`src/rtl/mem_arb_pkg.sv`:
```
// Shared types and constants for the two-port memory arbiter.
package mem_arb_pkg;

   typedef enum logic [1:0] {IDLE, IBUSY, DBUSY, RESP} state_t;
   typedef enum logic {INST, DATA} grant_t;

   // Wide enough for any data width in use; consumers slice to DATA_W.
   localparam logic [63:0] ERR_DATA    = {64{1'b1}};
   localparam int          TIMEOUT_DEF = 15;

endpackage

```
`src/rtl/mem_arbiter_if.sv`:
```
// Unified memory bus: the arbiter is the master, the memory is the slave.
interface mem_arbiter_if #(
   parameter int ADDR_W = 16,
   parameter int DATA_W = 16
);
   logic              mem_req;
   logic              mem_we;
   logic [ADDR_W-1:0] mem_addr;
   logic [DATA_W-1:0] mem_wdata;
   logic [DATA_W-1:0] mem_rdata;
   logic              mem_rdy;

   modport master (
      output mem_req, mem_we, mem_addr, mem_wdata,
      input  mem_rdata, mem_rdy
   );

   modport slave (
      input  mem_req, mem_we, mem_addr, mem_wdata,
      output mem_rdata, mem_rdy
   );
endinterface

```
`src/rtl/mem_arb_timer.sv`:
```
// Saturating bus-wait counter; expire flags the last permitted wait cycle.
module mem_arb_timer #(
   parameter int LIMIT = 15
) (
   input  logic clk,
   input  logic rst_n,
   input  logic clr,
   input  logic en,
   output logic expire
);
   localparam int             W    = $clog2(LIMIT + 1);
   localparam logic [W-1:0]   LAST = W'(LIMIT - 1);
   localparam logic [W-1:0]   MAX  = W'(LIMIT);

   logic [W-1:0] count;

   always_ff @(posedge clk or negedge rst_n) begin
      if (!rst_n) begin
         count <= '0;
      end else if (clr) begin
         count <= '0;
      end else if (en && count != MAX) begin
         count <= count + 1'b1;
      end
   end

   // Expire is raised while the count sits on its final cycle so the abort lands exactly at LIMIT.
   assign expire = (count >= LAST);

endmodule

```
`src/rtl/mem_arbiter.sv`:
```
// Round-robin arbiter between instruction fetch and data load/store over one
// ready-handshaked memory, with a bus timeout and a sticky error flag.
import mem_arb_pkg::*;

module mem_arbiter #(
   parameter int ADDR_W  = 16,
   parameter int DATA_W  = 16,
   parameter int TIMEOUT = TIMEOUT_DEF
) (
   input  logic              clk,
   input  logic              rst_n,
   input  logic              hlt,
   input  logic              i_req,
   input  logic [ADDR_W-1:0] i_addr,
   output logic [DATA_W-1:0] i_rdata,
   output logic              i_ack,
   input  logic              d_re,
   input  logic              d_we,
   input  logic [ADDR_W-1:0] d_addr,
   input  logic [DATA_W-1:0] d_wdata,
   output logic [DATA_W-1:0] d_rdata,
   output logic              d_ack,
   mem_arbiter_if.master     mem,
   output logic              stall,
   output logic              err
);
   state_t            state, state_n;
   grant_t            last_grant, last_n;
   logic              dreq, ireq;
   logic              req_n, we_n, iack_n, dack_n, err_n;
   logic [ADDR_W-1:0] addr_n;
   logic [DATA_W-1:0] wdata_n, irdata_n, drdata_n;
   logic              tmr_clr, tmr_en, tmr_expire;

   assign dreq  = d_re | d_we;
   assign ireq  = i_req & ~hlt;
   assign stall = (i_req & ~i_ack & ~hlt) | (dreq & ~d_ack);

   mem_arb_timer #(.LIMIT(TIMEOUT)) u_timer (
      .clk    (clk),
      .rst_n  (rst_n),
      .clr    (tmr_clr),
      .en     (tmr_en),
      .expire (tmr_expire)
   );

   // State and every registered output update together from the next-state logic below.
   always_ff @(posedge clk or negedge rst_n) begin
      if (!rst_n) begin
         state         <= IDLE;
         last_grant    <= INST;
         mem.mem_req   <= 1'b0;
         mem.mem_we    <= 1'b0;
         mem.mem_addr  <= '0;
         mem.mem_wdata <= '0;
         i_rdata       <= '0;
         d_rdata       <= '0;
         i_ack         <= 1'b0;
         d_ack         <= 1'b0;
         err           <= 1'b0;
      end else begin
         state         <= state_n;
         last_grant    <= last_n;
         mem.mem_req   <= req_n;
         mem.mem_we    <= we_n;
         mem.mem_addr  <= addr_n;
         mem.mem_wdata <= wdata_n;
         i_rdata       <= irdata_n;
         d_rdata       <= drdata_n;
         i_ack         <= iack_n;
         d_ack         <= dack_n;
         err           <= err_n;
      end
   end

   // Grant on contention goes to whoever was not served last; RESP never grants.
   always_comb begin
      state_n  = state;
      last_n   = last_grant;
      req_n    = mem.mem_req;
      we_n     = mem.mem_we;
      addr_n   = mem.mem_addr;
      wdata_n  = mem.mem_wdata;
      irdata_n = i_rdata;
      drdata_n = d_rdata;
      iack_n   = 1'b0;
      dack_n   = 1'b0;
      err_n    = err;
      tmr_clr  = 1'b0;
      tmr_en   = 1'b0;
      case (state)
         IDLE: begin
            if (dreq && (!ireq || last_grant == INST)) begin
               state_n = DBUSY;
               last_n  = DATA;
               req_n   = 1'b1;
               we_n    = d_we;
               addr_n  = d_addr;
               wdata_n = d_wdata;
               tmr_clr = 1'b1;
               if (d_re && d_we) err_n = 1'b1;
            end else if (ireq) begin
               state_n = IBUSY;
               last_n  = INST;
               req_n   = 1'b1;
               we_n    = 1'b0;
               addr_n  = i_addr;
               wdata_n = '0;
               tmr_clr = 1'b1;
            end
         end
         IBUSY, DBUSY: begin
            if (mem.mem_rdy || tmr_expire) begin
               state_n = RESP;
               req_n   = 1'b0;
               if (!mem.mem_rdy) err_n = 1'b1;
               if (state == IBUSY) begin
                  iack_n   = 1'b1;
                  irdata_n = mem.mem_rdy ? mem.mem_rdata : ERR_DATA[DATA_W-1:0];
               end else begin
                  dack_n = 1'b1;
                  if (!mem.mem_we) drdata_n = mem.mem_rdy ? mem.mem_rdata : ERR_DATA[DATA_W-1:0];
               end
            end else begin
               tmr_en = 1'b1;
            end
         end
         RESP:    state_n = IDLE;
         default: state_n = IDLE;
      endcase
   end

endmodule

```
`src/flat_wrapper.sv`:
```
// flat-port wrapper written by rule: the top's interface ports become plain ports
module mem_arbiter_flat 
#(
   parameter int ADDR_W  = 16,
   parameter int DATA_W  = 16,
   parameter int TIMEOUT = TIMEOUT_DEF
)
  (clk, rst_n, hlt, i_req, i_addr, i_rdata, i_ack, d_re, d_we, d_addr, d_wdata, d_rdata, d_ack, stall, err, mem_mem_req, mem_mem_we, mem_mem_addr, mem_mem_wdata, mem_mem_rdata, mem_mem_rdy);
  mem_arbiter_if #(.ADDR_W(ADDR_W), .DATA_W(DATA_W)) mem_i ();
  input  logic clk;
  input  logic rst_n;
  input  logic hlt;
  input  logic i_req;
  input  logic [ADDR_W-1:0] i_addr;
  output logic [DATA_W-1:0] i_rdata;
  output logic i_ack;
  input  logic d_re;
  input  logic d_we;
  input  logic [ADDR_W-1:0] d_addr;
  input  logic [DATA_W-1:0] d_wdata;
  output logic [DATA_W-1:0] d_rdata;
  output logic d_ack;
  output logic stall;
  output logic err;
  output wire logic [$bits(mem_i.mem_req)-1:0] mem_mem_req;
  output wire logic [$bits(mem_i.mem_we)-1:0] mem_mem_we;
  output wire logic [$bits(mem_i.mem_addr)-1:0] mem_mem_addr;
  output wire logic [$bits(mem_i.mem_wdata)-1:0] mem_mem_wdata;
  input wire logic [$bits(mem_i.mem_rdata)-1:0] mem_mem_rdata;
  input wire logic [$bits(mem_i.mem_rdy)-1:0] mem_mem_rdy;
  assign mem_mem_req = mem_i.mem_req;
  assign mem_mem_we = mem_i.mem_we;
  assign mem_mem_addr = mem_i.mem_addr;
  assign mem_mem_wdata = mem_i.mem_wdata;
  assign mem_i.mem_rdata = mem_mem_rdata;
  assign mem_i.mem_rdy = mem_mem_rdy;
  mem_arbiter #(.ADDR_W(ADDR_W), .DATA_W(DATA_W), .TIMEOUT(TIMEOUT)) u_core (.clk(clk), .rst_n(rst_n), .hlt(hlt), .i_req(i_req), .i_addr(i_addr), .i_rdata(i_rdata), .i_ack(i_ack), .d_re(d_re), .d_we(d_we), .d_addr(d_addr), .d_wdata(d_wdata), .d_rdata(d_rdata), .d_ack(d_ack), .mem(mem_i), .stall(stall), .err(err));
endmodule
```
`config.mk`:
```
export PLATFORM = sky130hd
export DESIGN_NAME = mem_arbiter_flat
export DESIGN_NICKNAME = d
export VERILOG_FILES = /design/src/rtl/mem_arb_pkg.sv /design/src/rtl/mem_arbiter_if.sv /design/src/rtl/mem_arb_timer.sv /design/src/rtl/mem_arbiter.sv /design/src/flat_wrapper.sv
export SDC_FILE = /design/constraint.sdc
export NUM_CORES = 1
export LEC_CHECK = 0
export ABC_AREA = 1
export CAP_MARGIN = 20
export CORE_AREA = 2 2 90 92
export DETAILED_ROUTE_END_ITERATION = 6
export DIE_AREA = 0 0 92 94
export PLACE_DENSITY = 0.92
export SYNTH_ARGS = -nofsm -noshare
export SYNTH_HDL_FRONTEND = slang
export SYNTH_SLANG_ARGS = --single-unit
```
`constraint.sdc`:
```
create_clock -name clk -period 3.1 [get_ports clk]
set_clock_uncertainty 0.2 [all_clocks]
set_input_delay 0.465 -clock clk [delete_from_list [all_inputs] [get_ports clk]]
set_output_delay 0.465 -clock clk [all_outputs]
set_load 0.01 [all_outputs]
```
==> metrics.md, run 1 <==
| Metric | Value |
|---|---|
| Layout Cells excl Fill | `617` |
| CP Max Fanout | `3` |
| Combinational share of power | `0.505` |
| Crit end category | `primary output` |
| Drt first pass iters | `4` |
| Fin nets | `587` |
| Worst Tran Pin Value | `0.932 ns` |
| Die span in y | `94 um` |
| Root Driver | `clkbuf_8` |
| # rows | `32` |
| Number of remaining DRC errors | `0` |
| DR WL/cell | `14.0 um` |
| First-pass GRT wire length | `14.1 mm` |
| Worst path required time | `2.43 ns` |
| Fill cells | `562` |
| Relative slew slack | `0.379` |
| CTS Buf Count | `9` |
| Initial drt markers | `100` |
| PortBufs | `140` |
| Area of the mapped netlist | `3520 um2` |
| Synth cell types | `23` |
| Total grt overflow | `0` |
| VDD IR-drop max | `0.000403 V` |
| Share of layout cells above drive strength 1 | `0.140` |
| Sequential Power Share | `0.351` |
| Total routed wirelength | `8.65 mm` |
| Total Power | `0.00510 W` |
| Placement Cell Area | `4910 um2` |
| Post-CTS setup buffers | `0` |
| # diodes | `0` |
| CTS tree | `built` |
| Setup TNS | `0 ns` |
| Max clock buf depth | `2` |
| Max_cap viols | `0` |
| Cells after Synth | `375` |
| Min cycle time layout | `2.44 ns` |
| Largest net degree at the start of global routing | `77` |
| Num ports | `141` |
| Switching Fraction | `0.385` |
| Vias in the first global route | `3016` |
| CTS H-tree lvls | `3` |
| Layout area overhead | `44.8%` |
| Post-route ant nets | `0` |
| Pwr dens | `1000 nW/um2` |
| Worst Hold Class | `in -> async` |
| Worst setup SP type | `input pin` |
| Via density | `5.03` |
| Cell area after layout | `5100 um2` |
| Syn_area_per_cell | `9.40 um2` |
| Die width | `92 um` |
| Status | `finished clean` |
| PnR worst setup slack | `0.663 ns` |
| Sequential area share after synthesis | `0.540` |
| Kind of critical path | `in -> out` |
| Tot GR Track Use | `0.206` |
| NetSw | `0.00196 W` |
| CP arrival | `1.77 ns` |
| #FFs+latches synth | `76` |
| Part of the power in the clock network | `0.144` |
| Fin. Hold Viols | `0` |
| # setup viols final | `0` |
| Multi-input logic area | `1340 um2` |
| Dpl ws | `0.669 ns` |
| Starting Density | `0.463` |
| Clock-pin slew on the worst setup and hold paths | `0.08 ns` |
| Die ar. | `8650 um2` |
| Via count | `3101` |
| RSZ-0062 raised after global routing | `false` |
| Internal power | `0.00314 W` |
| RD Place Congestion | `0.848` |
| Post-CTS resize count | `0` |
| YS warnings | `0` |
| Placed Instances | `601` |
| CTS sink cnt | `76` |
| Initial antenna violation count | `0` |
| Worst skew pair latency | `0.34 ns` |
| Final Slew Violations | `0` |
| Max Clock Freq | `410 MHz` |
| Lkg Pwr | `2.33 nW` |
| Syn_nets | `452` |
| Core Area | `7610 um2` |
| Fin crit share | `0.786` |
| Hold buffers post-CTS | `0` |
| Reg area | `1900 um2` |
| Post-DP HPWL | `6.22 mm` |
-- path summary, 6_finish.rpt --
| path | slack [ns] | cells past startpoint | start | end |
|---|---|---|---|---|
| max | 0.66 | 4 | d_we | stall |
| min | 0.05 | 1 | rst_n | u_core.d_rdata[8] |
| max reg2reg | 0.99 | 5 | u_core.state[0] | u_core.d_rdata[1] |
| min reg2reg | 0.28 | 2 | u_core.mem.mem_wdata[7] | u_core.mem.mem_wdata[7] |
| max in group asynchronous | 2.04 | 1 | rst_n | u_core.mem.mem_wdata[9] |
| min in group clk | 0.28 | 2 | u_core.mem.mem_wdata[7] | u_core.mem.mem_wdata[7] |
-- logic make-up (layout without fill, tap and decap cells) --
family                     count (synthesis)  in the layout  share of synthesized area
DFF                                       76             76                      0.540
adders and majority gates                  6              6                     0.0213
AOI/OAI and AO/OA                         89             89                      0.154
buffers and inverters                     50            190                     0.0788
and+or+nand+nor                          154            154                      0.206
-- per-layer routing --
metal | global-route usage | wire, um
met1 | 0.256 | 3740
met3 | 0.0642 | 686
met4 | 0.0821 | 134
met2 | 0.338 | 4080
met5 | 0 | 0
-- registers in the layout (all words and copies together), names as in the netlist --
name,count
u_core.d_rdata,16
u_core.mem.mem_wdata,16
u_core.i_rdata,16
u_core.mem.mem_req,1
u_core.state,2
u_core.last_grant,1
u_core.mem.mem_we,1
u_core.u_timer.count,4
u_core.err,1
u_core.mem.mem_addr,16
u_core.d_ack,1
u_core.i_ack,1
-- power by group through the flow --
| stage | logic [W] | registers (W) | clock network, W |
|---|---|---|---|
| 2_1_floorplan | 0.00124 | 0.00197 | 0 |
| 3_3_place_gp | 0.00249 | 0.00178 | 0 |
| 3_5_place_dp | 0.00259 | 0.00180 | 0 |
| 4_1_cts | 0.00260 | 0.00179 | 0.000754 |
| 5_1_grt | 0.00281 | 0.00185 | 0.000804 |
| 6_report | 0.00258 | 0.00179 | 0.000736 |
-- area by class of cell --
class,count,area share
inverters,31,0.0228
flip-flops and latches,76,0.373
repair buffers,143,0.279
well taps,102,0.0250
clock inverters,6,0.0125
clock buffers,10,0.0250
multi-input cells,249,0.263
-- critical path, cell delays in order --
cell and delay [ns]:
clkdlybuf4s50_1 0.53, nor2_2 0.07, o22ai_1 0.15, clkdlybuf4s50_1 0.55
-- placed cells by master, fill, tap and decap left out, drive strengths merged, types with 2 or more instances in the layout --
cell type      netlist  layout
clkinvlp             0       2
nand3               30      30
ha                   6       6
nor2                40      40
inv                 31      32
buf                 19       4
a21oi               34      34
nand2               80      80
clkinv               0       2
nand4                3       3
o21ai               53      53
dfrtp               76      76
clkdlybuf4s50        0     139
clkbuf               0      10
-- Yosys cell counts (all sizes together) --
| cell type | count | area share |
|---|---|---|
| nand3 | 30 | 0.048 |
| buf | 19 | 0.046 |
| nand2 | 80 | 0.11 |
| o22ai | 1 | 0.0018 |
| dfrtp | 76 | 0.54 |
| nand4 | 3 | 0.0053 |
| or2 | 1 | 0.0018 |
| o21ai | 53 | 0.10 |
| a21oi | 34 | 0.048 |
| nor2 | 40 | 0.043 |
| inv | 31 | 0.033 |
| o21bai | 1 | 0.0021 |
| ha | 6 | 0.021 |
-- per-stage QoR --
| stage | util | hold WS, ns |
|---|---|---|
| global route | 0.671 | 0.128 |
| CTS | 0.671 | 0.0967 |
| global placement | 0.646 | 0.263 |
| floorplan | - | -0.0306 |
| finish | 0.671 | 0.0515 |
| detailed placement | 0.646 | 0.271 |
Note: power is estimated with default switching activity, not from simulation.
==> run 2, diff against run 1 <==
--- a/config.mk
+++ b/config.mk
@@ -7,10 +7,10 @@
 export LEC_CHECK = 0
 export ABC_AREA = 1
 export CAP_MARGIN = 20
-export CORE_AREA = 2 2 90 92
+export CORE_AREA = 2 2 99 101
 export DETAILED_ROUTE_END_ITERATION = 6
-export DIE_AREA = 0 0 92 94
-export PLACE_DENSITY = 0.92
+export DIE_AREA = 0 0 101 103
+export PLACE_DENSITY = 0.82
 export SYNTH_ARGS = -nofsm -noshare
 export SYNTH_HDL_FRONTEND = slang
 export SYNTH_SLANG_ARGS = --single-unit
==> constraint.sdc (replaced) <==
create_clock -name clk -period 2 [get_ports clk]
set_clock_uncertainty 0.2 [all_clocks]
set_input_delay 0.3 -clock clk [delete_from_list [all_inputs] [get_ports clk]]
set_output_delay 0.3 -clock clk [all_outputs]
set_load 0.01 [all_outputs]
==> run 2 against run 1 <==
Net effect: flip-flop and latch count unchanged; final cell count increased by 3.7%; total power increased by 55%; clock power increased by 40%; critical path depth decreased by 3; via count increased by 0.26%; setup slack got worse by 0.44 ns.
==> metrics.md, run 2 (synthesis gave the netlist of run 1 again) <==
| Metric | Value |
|---|---|
| Status | `finished clean` |
| Layout area overhead | `49.1%` |
| R2r worst-path depth | `6 (+1)` |
| Die ar. | `10400 um2 (+20%)` |
| Dpl ws | `-0.0395 ns (-0.708 ns)` |
| Core Area | `9460 um2 (+24%)` |
| Worst setup SP type | `register` |
| Most frequent cells in the layout | `138 x clkdlybuf4s50_1, 76 x dfrtp_1, 58 x nand2_1, 39 x nor2_1, 34 x a21oi_1` |
| Max clock buf depth | `2 (unchanged)` |
| Slowest stage delay, CP | `0.56 ns (about the same)` |
| Starting Density | `0.372 (-0.0907)` |
| FF-to-FF End | `u_core.u_timer.count[1]` |
| # diodes | `0 (unchanged)` |
| Total routed wirelength | `8.79 mm (+1.7%)` |
| Fin nets | `599 (+2.0%)` |
| Sequential Power Share | `0.349 (-0.002)` |
| Lkg Pwr | `2.41 nW (+3.2%)` |
| Post-CTS setup buffers | `0 (unchanged)` |
| Via count | `3109 (+0.26%)` |
| Die span in y | `103 um (+9.6%)` |
| DR WL/cell | `13.7 um (-2.0%)` |
| Vias in the first global route | `3099 (+2.8%)` |
| Post-route ant nets | `0 (unchanged)` |
| Post-DP HPWL | `6.68 mm (+7.5%)` |
| Share of layout cells above drive strength 1 | `0.158 (+0.0180)` |
| # setup viols final | `0 (unchanged)` |
| Total Power | `0.00793 W (+55%)` |
| WHS | `0.239 ns (+0.187 ns)` |
| CTS H-tree lvls | `3 (unchanged)` |
| Initial antenna violation count | `0 (unchanged)` |
| Fin crit share | `0.889` |
| PnR worst setup slack | `0.222 ns (-0.442 ns)` |
| Worst skew pair latency | `0.33 ns (about the same)` |
| First-pass GRT wire length | `14.3 mm (+1.9%)` |
| Final Slew Violations | `0 (unchanged)` |
| NetSw | `0.00304 W (+55%)` |
| Root Driver | `clkbuf_8` |
| Crit path max-delay family | `buffers and inverters` |
| Buf/Inv on CP | `1 (-1)` |
| Worst path required time | `1.50 ns (-0.93 ns)` |
| Cells along the critical path | `clkdlybuf4s50_1` |
| Total grt overflow | `0 (unchanged)` |
| Min cycle time layout | `1.78 ns` |
| CP Max Fanout | `2 (-1)` |
| Internal power | `0.00489 W (+56%)` |
| Setup slack, reg-to-reg | `0.25 ns (-0.74 ns)` |
| CTS tree | `built` |
| RR Startpoint | `u_core.state[0]` |
| Largest net degree at the start of global routing | `35 (-55%)` |
| Most common cell after layout, fill and taps aside | `clkdlybuf4s50_1` |
| RSZ-0062 raised after global routing | `false` |
| # rows | `36 (+13%)` |
| RD Place Congestion | `0.803 (-5.4%)` |
| Number of remaining DRC errors | `0 (unchanged)` |
| Relative slew slack | `0.749 (+0.370)` |
| CTS Buf Count | `9 (unchanged)` |
| Num ports | `141 (unchanged)` |
| Clock-pin slew on the worst setup and hold paths | `0.08 ns (about the same)` |
| Combinational share of power | `0.521 (+0.016)` |
| Switching Fraction | `0.383 (-0.00125)` |
| Pwr dens | `1510 nW/um2 (+51%)` |
| Max Clock Freq | `562 MHz` |
| Setup TNS | `0 ns (unchanged)` |
| Kind of critical path | `reg -> out` |
| Worst Hold Class | `in -> async` |
| Crit end category | `primary output` |
| PortBufs | `140 (unchanged)` |
| Fin. Hold Viols | `0 (unchanged)` |
| CTS sink cnt | `76 (unchanged)` |
| CP arrival | `1.28 ns (-0.49 ns)` |
| Tot GR Track Use | `0.176 (-0.0296)` |
| Initial drt markers | `111 (+11%)` |
| Worst Tran Pin Value | `0.377 ns (-0.554 ns)` |
| Via density | `4.86 (-3.3%)` |
| Part of the power in the clock network | `0.130 (-0.014)` |
| VDD IR-drop max | `0.000684 V (+70%)` |
| Max_cap viols | `0 (unchanged)` |
| CP max stage cell | `clkdlybuf4s50_1` |
| Die width | `101 um (+9.8%)` |
| Drt first pass iters | `4 (unchanged)` |
-- run 2: changes by cell type in the layout (fill, tap and decap cells not counted) --
cell,before,now
buf_4,4,10
buf_12,0,5
bufinv_16,1,0
clkbuf_1,1,0
clkbuf_8,9,10
clkdlybuf4s50_1,139,138
clkinv_2,2,1
clkinv_4,0,1
dlygate4sd2_1,0,1
dlygate4sd3_1,0,1
-- run 2: worst max-delay path by stage --
stage                            startpoint                       to  cells after the start
after floorplan             u_core.state[0]               u_core.err                      5
after global placement                 d_we                    stall                      4
after detailed placement               d_re                    stall                      4
after CTS                 u_core.d_rdata[6]               d_rdata[6]                      1
after global routing        u_core.state[0]  u_core.u_timer.count[3]                      7
final                     u_core.d_rdata[9]               d_rdata[9]                      1
-- run 2: per-stage QoR --
step / utilization / instance area, um2 / std cells
floorplan: - / 3520 / 375
global placement: 0.536 / 5070 / 624
detailed placement: 0.536 / 5070 / 624
CTS: 0.556 / 5260 / 640
global route: 0.556 / 5260 / 640
finish: 0.556 / 5260 / 640
-- run 2: layout make-up --
| type | instances | area (um2) |
|---|---|---|
| Fill cell | 834 | 4200 |
| Sequential cell | 76 | 1900 |
| Timing Repair Buffer | 155 | 1580 |
| Multi-Input combinational cell | 249 | 1340 |
| Tap cell | 114 | 143 |
| Clock buffer | 10 | 138 |
| Inverter | 31 | 116 |
| Clock inverter | 5 | 37.5 |
-- run 2: power groups by stage --
stage | registers, W | logic (W) | clock network, W
3_5_place_dp | 0.00278 | 0.00416 | 0
3_3_place_gp | 0.00276 | 0.00403 | 0
5_1_grt | 0.00284 | 0.00455 | 0.00114
2_1_floorplan | 0.00305 | 0.00192 | 0
4_1_cts | 0.00277 | 0.00417 | 0.00107
6_report | 0.00276 | 0.00413 | 0.00103
-- run 2: routing by layer --
metal / global-route usage / routed length (um) / vias to the layer above
met1: 0.220 / 3900 / 1471
met4: 0.0509 / 42 / 0
met2: 0.296 / 4170 / 124
met3: 0.0569 / 674 / 2
met5: 0 / 0 / -
li1: - / - / 1512
-- run 2: repair_timing --
action / in CTS / in global routing
hold buffers: 1 / 0
gates resized for setup: 1 / 0
hold endpoints to repair: 39 / 0
endpoints found under the setup margin: 1 / 0
==> run 3, diff against run 2 <==
--- a/config.mk
+++ b/config.mk
@@ -7,10 +7,12 @@
 export LEC_CHECK = 0
 export ABC_AREA = 1
 export CAP_MARGIN = 20
-export CORE_AREA = 2 2 99 101
+export CORE_AREA = 2 2 98 100
 export DETAILED_ROUTE_END_ITERATION = 6
-export DIE_AREA = 0 0 101 103
-export PLACE_DENSITY = 0.82
+export DIE_AREA = 0 0 100 102
+export PLACE_DENSITY = 0.83
+export RECOVER_POWER = 25
 export SYNTH_ARGS = -nofsm -noshare
 export SYNTH_HDL_FRONTEND = slang
+export SYNTH_HIERARCHICAL = 1
 export SYNTH_SLANG_ARGS = --single-unit
==> run 3 against run 2 <==
Net effect: via count is 10% higher; sequential share of layout area is 0.54 points lower; critical path type is now in -> out; clock power is 27% higher; highest routed layer unchanged; first-iteration DRC count is 14% lower; synthesized area is 0.18% lower.
==> metrics.md, run 3 <==
| Metric | Value |
|---|---|
| Kind of critical path | `in -> out` |
| CTS tree | `built` |
| Area contributors post-synth | `dfrtp_1 54%, nand2_1 18%, o21ai_0 4.4%` |
| CP Max Fanout | `4 (+2)` |
| Crit end category | `primary output` |
| Most common cell after layout, fill and taps aside | `nand2_1` |
| Vias in the first global route | `3347 (+8.0%)` |
| Most frequent cells in the layout | `167 x nand2_1, 138 x clkdlybuf4s50_1, 76 x dfrtp_1, 31 x o21ai_0, 28 x inv_1` |
| Max Clock Freq | `528 MHz (-6.1%)` |
| Status | `finished clean` |
| RR Startpoint | `u_core/u_timer/count[1]` |
| Post-route ant nets | `0 (unchanged)` |
| Min cycle time layout | `1.89 ns (+0.116 ns)` |
| Worst Hold Class | `reg -> reg` |
| Lkg Pwr | `2.62 nW (+8.8%)` |
| YS warnings | `6 (+6)` |
| Via count | `3430 (+10%)` |
| Initial antenna violation count | `0 (unchanged)` |
| # setup viols final | `0 (unchanged)` |
| CP max stage cell | `clkdlybuf4s50_1` |
| #FFs+latches synth | `76 (unchanged)` |
| Core Area | `9110 um2 (-3.7%)` |
| # rows | `35 (-2.8%)` |
| Total Power | `0.00799 W (+0.77%)` |
| Cells along the critical path | `clkdlybuf4s50_1 -> nor2_4 -> o22ai_2 -> dlygate4sd2_1` |
| CP arrival | `1.39 ns (+0.11 ns)` |
| Worst path required time | `1.50 ns (about the same)` |
| Relative slew slack | `0.373 (-0.376)` |
| Synth cell count leaders | `167 x nand2_1, 76 x dfrtp_1, 31 x o21ai_0` |
| Placed Instances | `667 (+6.9%)` |
| Die span in y | `102 um (-0.97%)` |
| Max clock buf depth | `2 (unchanged)` |
| DR WL/cell | `14.5 um (+5.3%)` |
| CTS sink cnt | `76 (unchanged)` |
| Number of remaining DRC errors | `0 (unchanged)` |
| Syn_nets | `496 (+9.7%)` |
| Synth Flop Type | `dfrtp_1` |
| Pwr dens | `1500 nW/um2 (-0.74%)` |
| Die width | `100 um (-0.99%)` |
| Post-synth EDFFs | `0 (unchanged)` |
| Area of the mapped netlist | `3520 um2 (-0.18%)` |
| Adder-Cell Fraction of Synth Area | `0.0142 (-0.00708)` |
| Largest net degree at the start of global routing | `38 (+8.6%)` |
| Post-DP HPWL | `7.35 mm (+10%)` |
| Synth cell types | `27 (+17%)` |
| CTS Buf Count | `9 (unchanged)` |
| Fin. Hold Viols | `0 (unchanged)` |
| Min-delay src | `u_core/err` |
| WHS | `0.271 ns (+0.0318 ns)` |
| PortBufs | `140 (unchanged)` |
| Total grt overflow | `0 (unchanged)` |
| Num ports | `141 (unchanged)` |
| Post-synthesis mux area share | `0 (unchanged)` |
| Final Slew Violations | `0 (unchanged)` |
| Slowest stage delay, CP | `0.53 ns (-0.03 ns)` |
| Sequential area share after synthesis | `0.541 (+0.000960)` |
| Fin crit share | `0.947 (+0.0581)` |
| Area fraction in compound gates after synthesis | `0.0758 (-0.0783)` |
| Simple-Gate Fraction of Synth Area | `0.296 (+0.0900)` |
| Crit path from | `d_we` |
| Drt first pass iters | `5 (+1)` |
| Starting Density | `0.386 (+0.0136)` |
| Fin nets | `646 (+7.8%)` |
| Main combinational cell family by area after synthesis | `simple AND/OR/NAND/NOR gates` |
| Area leader, netlist | `dfrtp_1` |
| Top-count cell post-synth | `nand2_1` |
| Syn_area_per_cell | `8.35 um2 (-11%)` |
| Via density | `4.99 (+2.8%)` |
| RD Place Congestion | `0.854 (+6.4%)` |
| Worst setup SP type | `input pin` |
| # diodes | `0 (unchanged)` |
| Clock-pin slew on the worst setup and hold paths | `0.08 ns (about the same)` |
| Initial drt markers | `95 (-14%)` |
| Layout area overhead | `51.7%` |
| PnR worst setup slack | `0.106 ns (-0.116 ns)` |
| Max_cap viols | `0 (unchanged)` |
| Synth Area in XOR/XNOR | `0.00249 (+0.00249)` |
| Tot GR Track Use | `0.193 (+0.0167)` |
| Total routed wirelength | `9.93 mm (+13%)` |
| Worst skew pair latency | `0.35 ns (+0.02 ns)` |
| Buf/Inv on CP | `2 (+1)` |
| Async set or reset register ratio after synthesis | `1.00 (unchanged)` |
| Crit path max-delay family | `buffers and inverters` |
| Dpl ws | `-0.237 ns (-0.197 ns)` |
| CTS H-tree lvls | `3 (unchanged)` |
| Share of layout cells above drive strength 1 | `0.0851 (-0.0727)` |
| Die ar. | `10200 um2 (-2.0%)` |
| Cells after Synth | `421 (+12%)` |
| Worst Tran Pin Value | `0.941 ns (+0.564 ns)` |
| Post-synth top area share | `0.541 (+0.000960)` |
| Root Driver | `clkbuf_8` |
| Layout Cells excl Fill | `687 (+7.3%)` |
| First-pass GRT wire length | `15.6 mm (+8.6%)` |
| VDD IR-drop max | `0.000749 V (+9.5%)` |
## run 3: cell families (layout without fill, tap and decap cells)
family / after synthesis / after routing
AO/OA/AOI/OAI: 52 / 52
flip-flops: 76 / 76
XOR/XNOR: 1 / 1
AND/OR/NAND/NOR: 236 / 236
adder cells (fa/ha/maj): 4 / 4
buffers and inverters: 52 / 207
## run 3: metrics by stage
| stage | utilization | cell area, um2 | TNS [ns] |
|---|---|---|---|
| floorplan | - | 3520 | 0 |
| global placement | 0.555 | 5060 | -0.276 |
| detailed placement | 0.555 | 5060 | -0.237 |
| CTS | 0.581 | 5290 | 0 |
| global route | 0.586 | 5340 | -0.00261 |
| finish | 0.586 | 5340 | 0 |
## run 3: layer usage
metal	vias to the layer above	part of all wire	GRT usage
met5	-	0	0
met4	0	0.022	0.0832
met3	20	0.11	0.0698
met2	172	0.46	0.324
met1	1603	0.41	0.226
li1	1635	-	-
## run 3: power breakdown
group	total, W	switching, W	internal, W	leakage (nW)
combinational	0.00400	0.00205	0.00195	1.58
clock	0.00131	0.000568	0.000741	0.106
sequential	0.00268	0.000410	0.00227	0.936
total	0.00799	0.00303	0.00496	2.62
## run 3: repair_timing
action | in CTS | in global routing
hold buffers | 1 | 0
hold endpoints to repair | 35 | 0
pin swaps | 0 | 1
resized for setup | 1 | 2
setup endpoints to repair | 1 | 15
buffers inserted | 0 | 3
## run 3: path summary, 6_finish.rpt
path	to	slack, ns	depth (start not counted)
worst max-delay path	stall	0.11	4
worst min-delay path	u_core/err	0.27	2
worst max register to register	u_core/i_rdata[12]	0.12	9
min in group asynchronous	u_core/d_rdata[9]	0.43	2
worst min register to register	u_core/err	0.27	2
max in group asynchronous	u_core/mem.mem_addr[0]	0.45	3
## run 3: layout make-up
class,instances,area (um2)
Clock inverter,5,83.8
Sequential cell,76,1900
Timing Repair Buffer,156,1560
Fill cell,770,3770
Tap cell,111,139
Multi-Input combinational cell,293,1370
Inverter,35,138
Clock buffer,11,141
## run 3: tightest hold or removal path: cells and delay by family, from the launching register on
kind | cells | cell delay, ns
buffers and inverters | 1 | 0.04
AND/OR/NAND/NOR | 1 | 0.05
flip-flops | 1 | 0.35
